<file path="config.mk">
export PLATFORM = sky130hd
export DESIGN_NAME = la_iosequencer
export DESIGN_NICKNAME = d
export VERILOG_FILES = /design/src/rtl/la_iosequencer.sv
export SDC_FILE = /design/constraint.sdc
export NUM_CORES = 1
export LEC_CHECK = 0
export BUFFER_PORTS_ARGS = -buffer_cell sky130_fd_sc_hd__buf_2
export CORE_MARGIN = 2
export CORE_UTILIZATION = 30
export CTS_CLUSTER_DIAMETER = 100
export DETAILED_ROUTE_END_ITERATION = 8
export PLACE_DENSITY = 0.57
export SLEW_MARGIN = 0
export SYNTH_ARGS = -nofsm -noshare
export SYNTH_HDL_FRONTEND = slang
export SYNTH_SLANG_ARGS = --single-unit
export TNS_END_PERCENT = 1
</file>
<file path="constraint.sdc">
create_clock -name clk -period 1.74 [get_ports clk]
set_clock_uncertainty 0.05 [all_clocks]
set_input_delay 0.348 -clock clk [delete_from_list [all_inputs] [get_ports clk]]
set_output_delay 0.348 -clock clk [all_outputs]
set_load 0.01 [all_outputs]
</file>
<file path="src/rtl/la_iosequencer.sv">
// IO-ring power sequencer: brings ring sides up one at a time once vddio is good,
// takes them down in reverse order on request, and drops everything on supply loss.
module la_iosequencer #(
  parameter int SIDES = 4,
  parameter int DELAY = 16,
  parameter int SYNC  = 2
) (
  input  logic             clk,
  input  logic             reset,
  input  logic             pwrgood,
  input  logic             req,
  output logic [SIDES-1:0] side_en,
  output logic [SIDES-1:0] side_iso,
  output logic             ready,
  output logic             busy,
  output logic             fault
);

  localparam int IW = (SIDES > 1) ? $clog2(SIDES) : 1;
  localparam int CW = (DELAY > 1) ? $clog2(DELAY) : 1;
  localparam logic [IW-1:0] IDX_LAST = IW'(SIDES - 1);
  localparam logic [CW-1:0] CNT_LAST = CW'(DELAY - 1);

  typedef enum logic [2:0] {ST_OFF, ST_UP, ST_ON, ST_DOWN, ST_FAULT} state_t;

  state_t           state_q, state_d;
  logic [SYNC-1:0]  sync_q, sync_d;
  logic [IW-1:0]    idx_q, idx_d;
  logic [CW-1:0]    cnt_q, cnt_d;
  logic [SIDES-1:0] side_en_q, side_en_d;
  logic [SIDES-1:0] side_iso_q;
  logic             ready_q, ready_d;
  logic             busy_q, busy_d;
  logic             fault_q, fault_d;

  logic             pg_s;
  logic             any_en;
  logic             cur_set;
  logic [IW-1:0]    top_idx;

  assign sync_d = {sync_q[SYNC-2:0], pwrgood};
  assign pg_s   = sync_q[SYNC-1];

  // Highest enabled side and the enable bit at idx, found by search so that
  // idx never has to be a legal bit-select width for every SIDES.
  always_comb begin
    top_idx = '0;
    cur_set = 1'b0;
    any_en  = |side_en_q;
    for (int i = 0; i < SIDES; i++) begin
      if (side_en_q[i]) top_idx = IW'(i);
      if (IW'(i) == idx_q) cur_set = side_en_q[i];
    end
  end

  always_comb begin
    state_d   = state_q;
    idx_d     = idx_q;
    cnt_d     = cnt_q;
    side_en_d = side_en_q;
    ready_d   = ready_q;
    fault_d   = fault_q;
    case (state_q)
      ST_OFF: begin
        if (req && pg_s && !fault_q) begin
          state_d = ST_UP;
          idx_d   = '0;
          cnt_d   = '0;
        end
      end
      ST_UP: begin
        if (!req) begin
          cnt_d = '0;
          if (any_en) begin
            state_d = ST_DOWN;
            idx_d   = top_idx;
          end else begin
            state_d = ST_OFF;
          end
        end else if (cnt_q == CNT_LAST) begin
          cnt_d = '0;
          // The last side being already on means its settle period just ended.
          if (cur_set) begin
            state_d = ST_ON;
            ready_d = 1'b1;
          end else begin
            for (int i = 0; i < SIDES; i++)
              if (IW'(i) == idx_q) side_en_d[i] = 1'b1;
            if (idx_q != IDX_LAST) idx_d = idx_q + IW'(1);
          end
        end else begin
          cnt_d = cnt_q + CW'(1);
        end
      end
      ST_ON: begin
        if (!req) begin
          state_d = ST_DOWN;
          idx_d   = IDX_LAST;
          cnt_d   = '0;
          ready_d = 1'b0;
        end
      end
      ST_DOWN: begin
        if (cnt_q == CNT_LAST) begin
          cnt_d = '0;
          for (int i = 0; i < SIDES; i++)
            if (IW'(i) == idx_q) side_en_d[i] = 1'b0;
          if (idx_q != '0) idx_d = idx_q - IW'(1);
          else             state_d = ST_OFF;
        end else begin
          cnt_d = cnt_q + CW'(1);
        end
      end
      ST_FAULT: begin
        if (!req) begin
          state_d = ST_OFF;
          fault_d = 1'b0;
        end
      end
      default: state_d = ST_OFF;
    endcase
    // Supply loss overrides whatever the request logic decided above.
    if (!pg_s && (state_q == ST_UP || state_q == ST_ON || state_q == ST_DOWN)) begin
      state_d   = ST_FAULT;
      side_en_d = '0;
      ready_d   = 1'b0;
      fault_d   = 1'b1;
    end
    busy_d = (state_d == ST_UP) || (state_d == ST_DOWN);
  end

  always_ff @(posedge clk or posedge reset) begin
    if (reset) begin
      state_q    <= ST_OFF;
      sync_q     <= '0;
      idx_q      <= '0;
      cnt_q      <= '0;
      side_en_q  <= '0;
      side_iso_q <= '1;
      ready_q    <= 1'b0;
      busy_q     <= 1'b0;
      fault_q    <= 1'b0;
    end else begin
      state_q    <= state_d;
      sync_q     <= sync_d;
      idx_q      <= idx_d;
      cnt_q      <= cnt_d;
      side_en_q  <= side_en_d;
      side_iso_q <= ~side_en_d;
      ready_q    <= ready_d;
      busy_q     <= busy_d;
      fault_q    <= fault_d;
    end
  end

  assign side_en  = side_en_q;
  assign side_iso = side_iso_q;
  assign ready    = ready_q;
  assign busy     = busy_q;
  assign fault    = fault_q;

endmodule

</file>
==> results.cfg <==
[global_routing]
grt_start_max_net_pins = 14
antenna_found_initial = 0
grt-ovfl-total = 0
grt_pass1_wl_mm = 6.10
grt_pass1_vias = 1256
grt_use_total = 0.157

[yosys]
synth-edff-count = 0
synth_ff_type = dfrtp_1
syn_avg_cell_area_sq_um = 10.2
synth_common_cells = 18 x dfrtp_1, 10 x nor2_1, 8 x o21ai_0
yosysWarnings = 0
yosys.area.top_type = dfrtp_1
synthTopCellsByArea = dfrtp_1 35%, dfstp_2 8.2%, ha_1 4.9%, a31oi_1 3.4%, o21ai_0 3.1%
synthCells = 126
syn-cell-area_sq_um = 1290
ys_types = 51
synth.most_common_cell = dfrtp_1
synth_seq_cells = 22
yosysSeqAreaShare = 0.431
synthArstFlopShare = 1.00
syn_nets = 135
yosysTopAreaCellShare = 0.350

[cts]
cts_tree = built
clk_pin_slew_worst_paths_ns = 0.08
htreeDepth = 1
clockBufferDepth = 2
clk-insertion-delay-late_ns = 0.26
cts_root_buf = clkbuf_8
cts-buffers-inserted = 3
cts.sinks = 22

[drt]
avgViaCountPerCell = 5.44
wire_per_inst_um = 16.2
ant_nets = 0
vias = 1185
remaining_drc_errors = 0
first_iter_violations = 66
drt-total-wl_mm = 3.53
drt-pass1-iter-count = 5

[sta]
slew_violations = 0
final_hold_viol_count = 2
rsz0062_at_grt = true
hold_ws_ns = -0.00157
setup_ws_ns = -0.184
min_period_ns = 1.92
fin_crit_sh = 1.11
setup_viol_count_final = 9
max_freq_ghz = 0.520
slew_headroom = 0.689
max_slew.worst_pin.slew_ns = 0.463

[setup_path]
worst_ep_required_time_ns = 1.85
startpoint_type = flip-flop
cp_max_fo = 4
path_class = reg -> reg
cp-end-kind = flip-flop
critPathArrivalTime_ns = 2.03

[floorplan]
io_pins = 15
die-area_sq_um = 4830
rows = 23
core_sq_um = 4060
initial_core_util = 0.317
die-width_um = 69.5
chipHeight_um = 69.5

[power]
switching_share = 0.190
clkPwrFrac = 0.462
ir_drop_v = 0.000393
p_seq_frac = 0.502
p_int_uw = 834
share_comb_of_total_power = 0.036
p_leak_uw = 0.000776
p_sw_uw = 196
p_per_area_nw_per_um2 = 578
p_total_uw = 1030

[run_status]
violations = negative hold slack, negative setup slack
status = complete, but fails checks

[placed_design]
gp_congestion = 0.914
dpl.hpwl_mm = 2.73
place_inst = 213
port_buffers = 14

[finish]
drive_above_1_share = 0.464
multiInputGateArea_sq_um = 771
fillers = 372
n_antenna_cell = 0
seq_area_sq_um = 556
area_growth_pct = 38.4
stdcell_count = 218
nNetsFinal = 178

[hold_path]
holdCritPathClass = in -> async

[job]
drv_cap = 0
## state kept, by name (all words and copies together), names as in the netlist
signal and flops:
fault 1, side_en 4, ready 1, sync_q 2, cnt_q 4, idx_q 2
busy 1, side_iso 4, state_q 3
## layout make-up
cell class,count,area share
timing repair buffer,44,0.166
sequential,22,0.312
clock buffer,3,0.0232
multi-input combinational,91,0.433
inverter,7,0.0147
tap,50,0.0351
clock inverter,1,0.0169
## power by group through the flow
stage | Clock [uW] | Sequential, uW | Combinational [uW]
after detailed placement | 0 | 527 | 36.9
after global routing | 515 | 518 | 42.0
after floorplan | 0 | 527 | 18.0
final | 475 | 517 | 37.4
after global placement | 0 | 527 | 36.0
after CTS | 486 | 517 | 37.3
## metal layers
metal  share of wire  wire length (um)  track usage
met5               0                 0            0
met4           0.029               102       0.0675
met2            0.50              1750        0.260
met1            0.43              1530        0.205
met3           0.040               143       0.0203
## worst max-delay path, stage by stage, from the launching register on
cell	delay [ns]
dfrtp_1	0.44
ha_2	0.25
a211oi_2	0.31
a211oi_2	0.15
a2111oi_4	0.27
mux2_4	0.34
## metrics by stage
step / cell area [sq um] / utilization / setup slack (ns) / TNS, ns
floorplan: 1310 / - / -0.0563 / -0.0563
global placement: 1630 / 0.403 / -0.109 / -0.386
detailed placement: 1630 / 0.403 / -0.198 / -0.972
CTS: 1740 / 0.429 / -0.154 / -0.928
global route: 1780 / 0.439 / -0.263 / -1.90
finish: 1780 / 0.439 / -0.184 / -0.989
## what timing repair did
action / in CTS / in global routing
resized for setup: 5 / 7
hold buffers: 0 / 0
setup endpoints to repair: 12 / 14
setup buffers: 1 / 0
pin swaps: 4 / 1
## worst paths after layout
| path | startpoint | endpoint | slack [ns] | cells after the start |
|---|---|---|---|---|
| worst max-delay path | idx_q[0] | idx_q[0] | -0.18 | 5 |
| worst min-delay path | reset | side_en[3] | -0.002 | 2 |
| worst max register to register | idx_q[0] | idx_q[0] | -0.18 | 5 |
| worst min register to register | sync_q[0] | sync_q[1] | 0.30 | 0 |
| max in group asynchronous | reset | cnt_q[3] | 1.12 | 3 |
| min in group clk | pwrgood | sync_q[0] | 0.14 | 1 |
## layout by cell type (no fill, tap or decap), drive strengths merged, types with 4 or more instances in the layout
cell	count
dfrtp	18
a21oi	6
inv	7
o21ai	8
ha	5
nor2	11
buf	44
dfstp	4
a31oi	7
## cell families (layout without fill, tap and decap cells)
family / count (synthesis) / after routing / synth area share
adder cells (fa/ha/maj): 5 / 5 / 0.0486
flip-flops: 22 / 22 / 0.431
AO/OA/AOI/OAI: 47 / 47 / 0.288
AND/OR/NAND/NOR: 36 / 36 / 0.164
multiplexers: 3 / 3 / 0.0272
buffers and inverters: 13 / 55 / 0.0408
No activity file was read; power rests on OpenSTA's default activity.
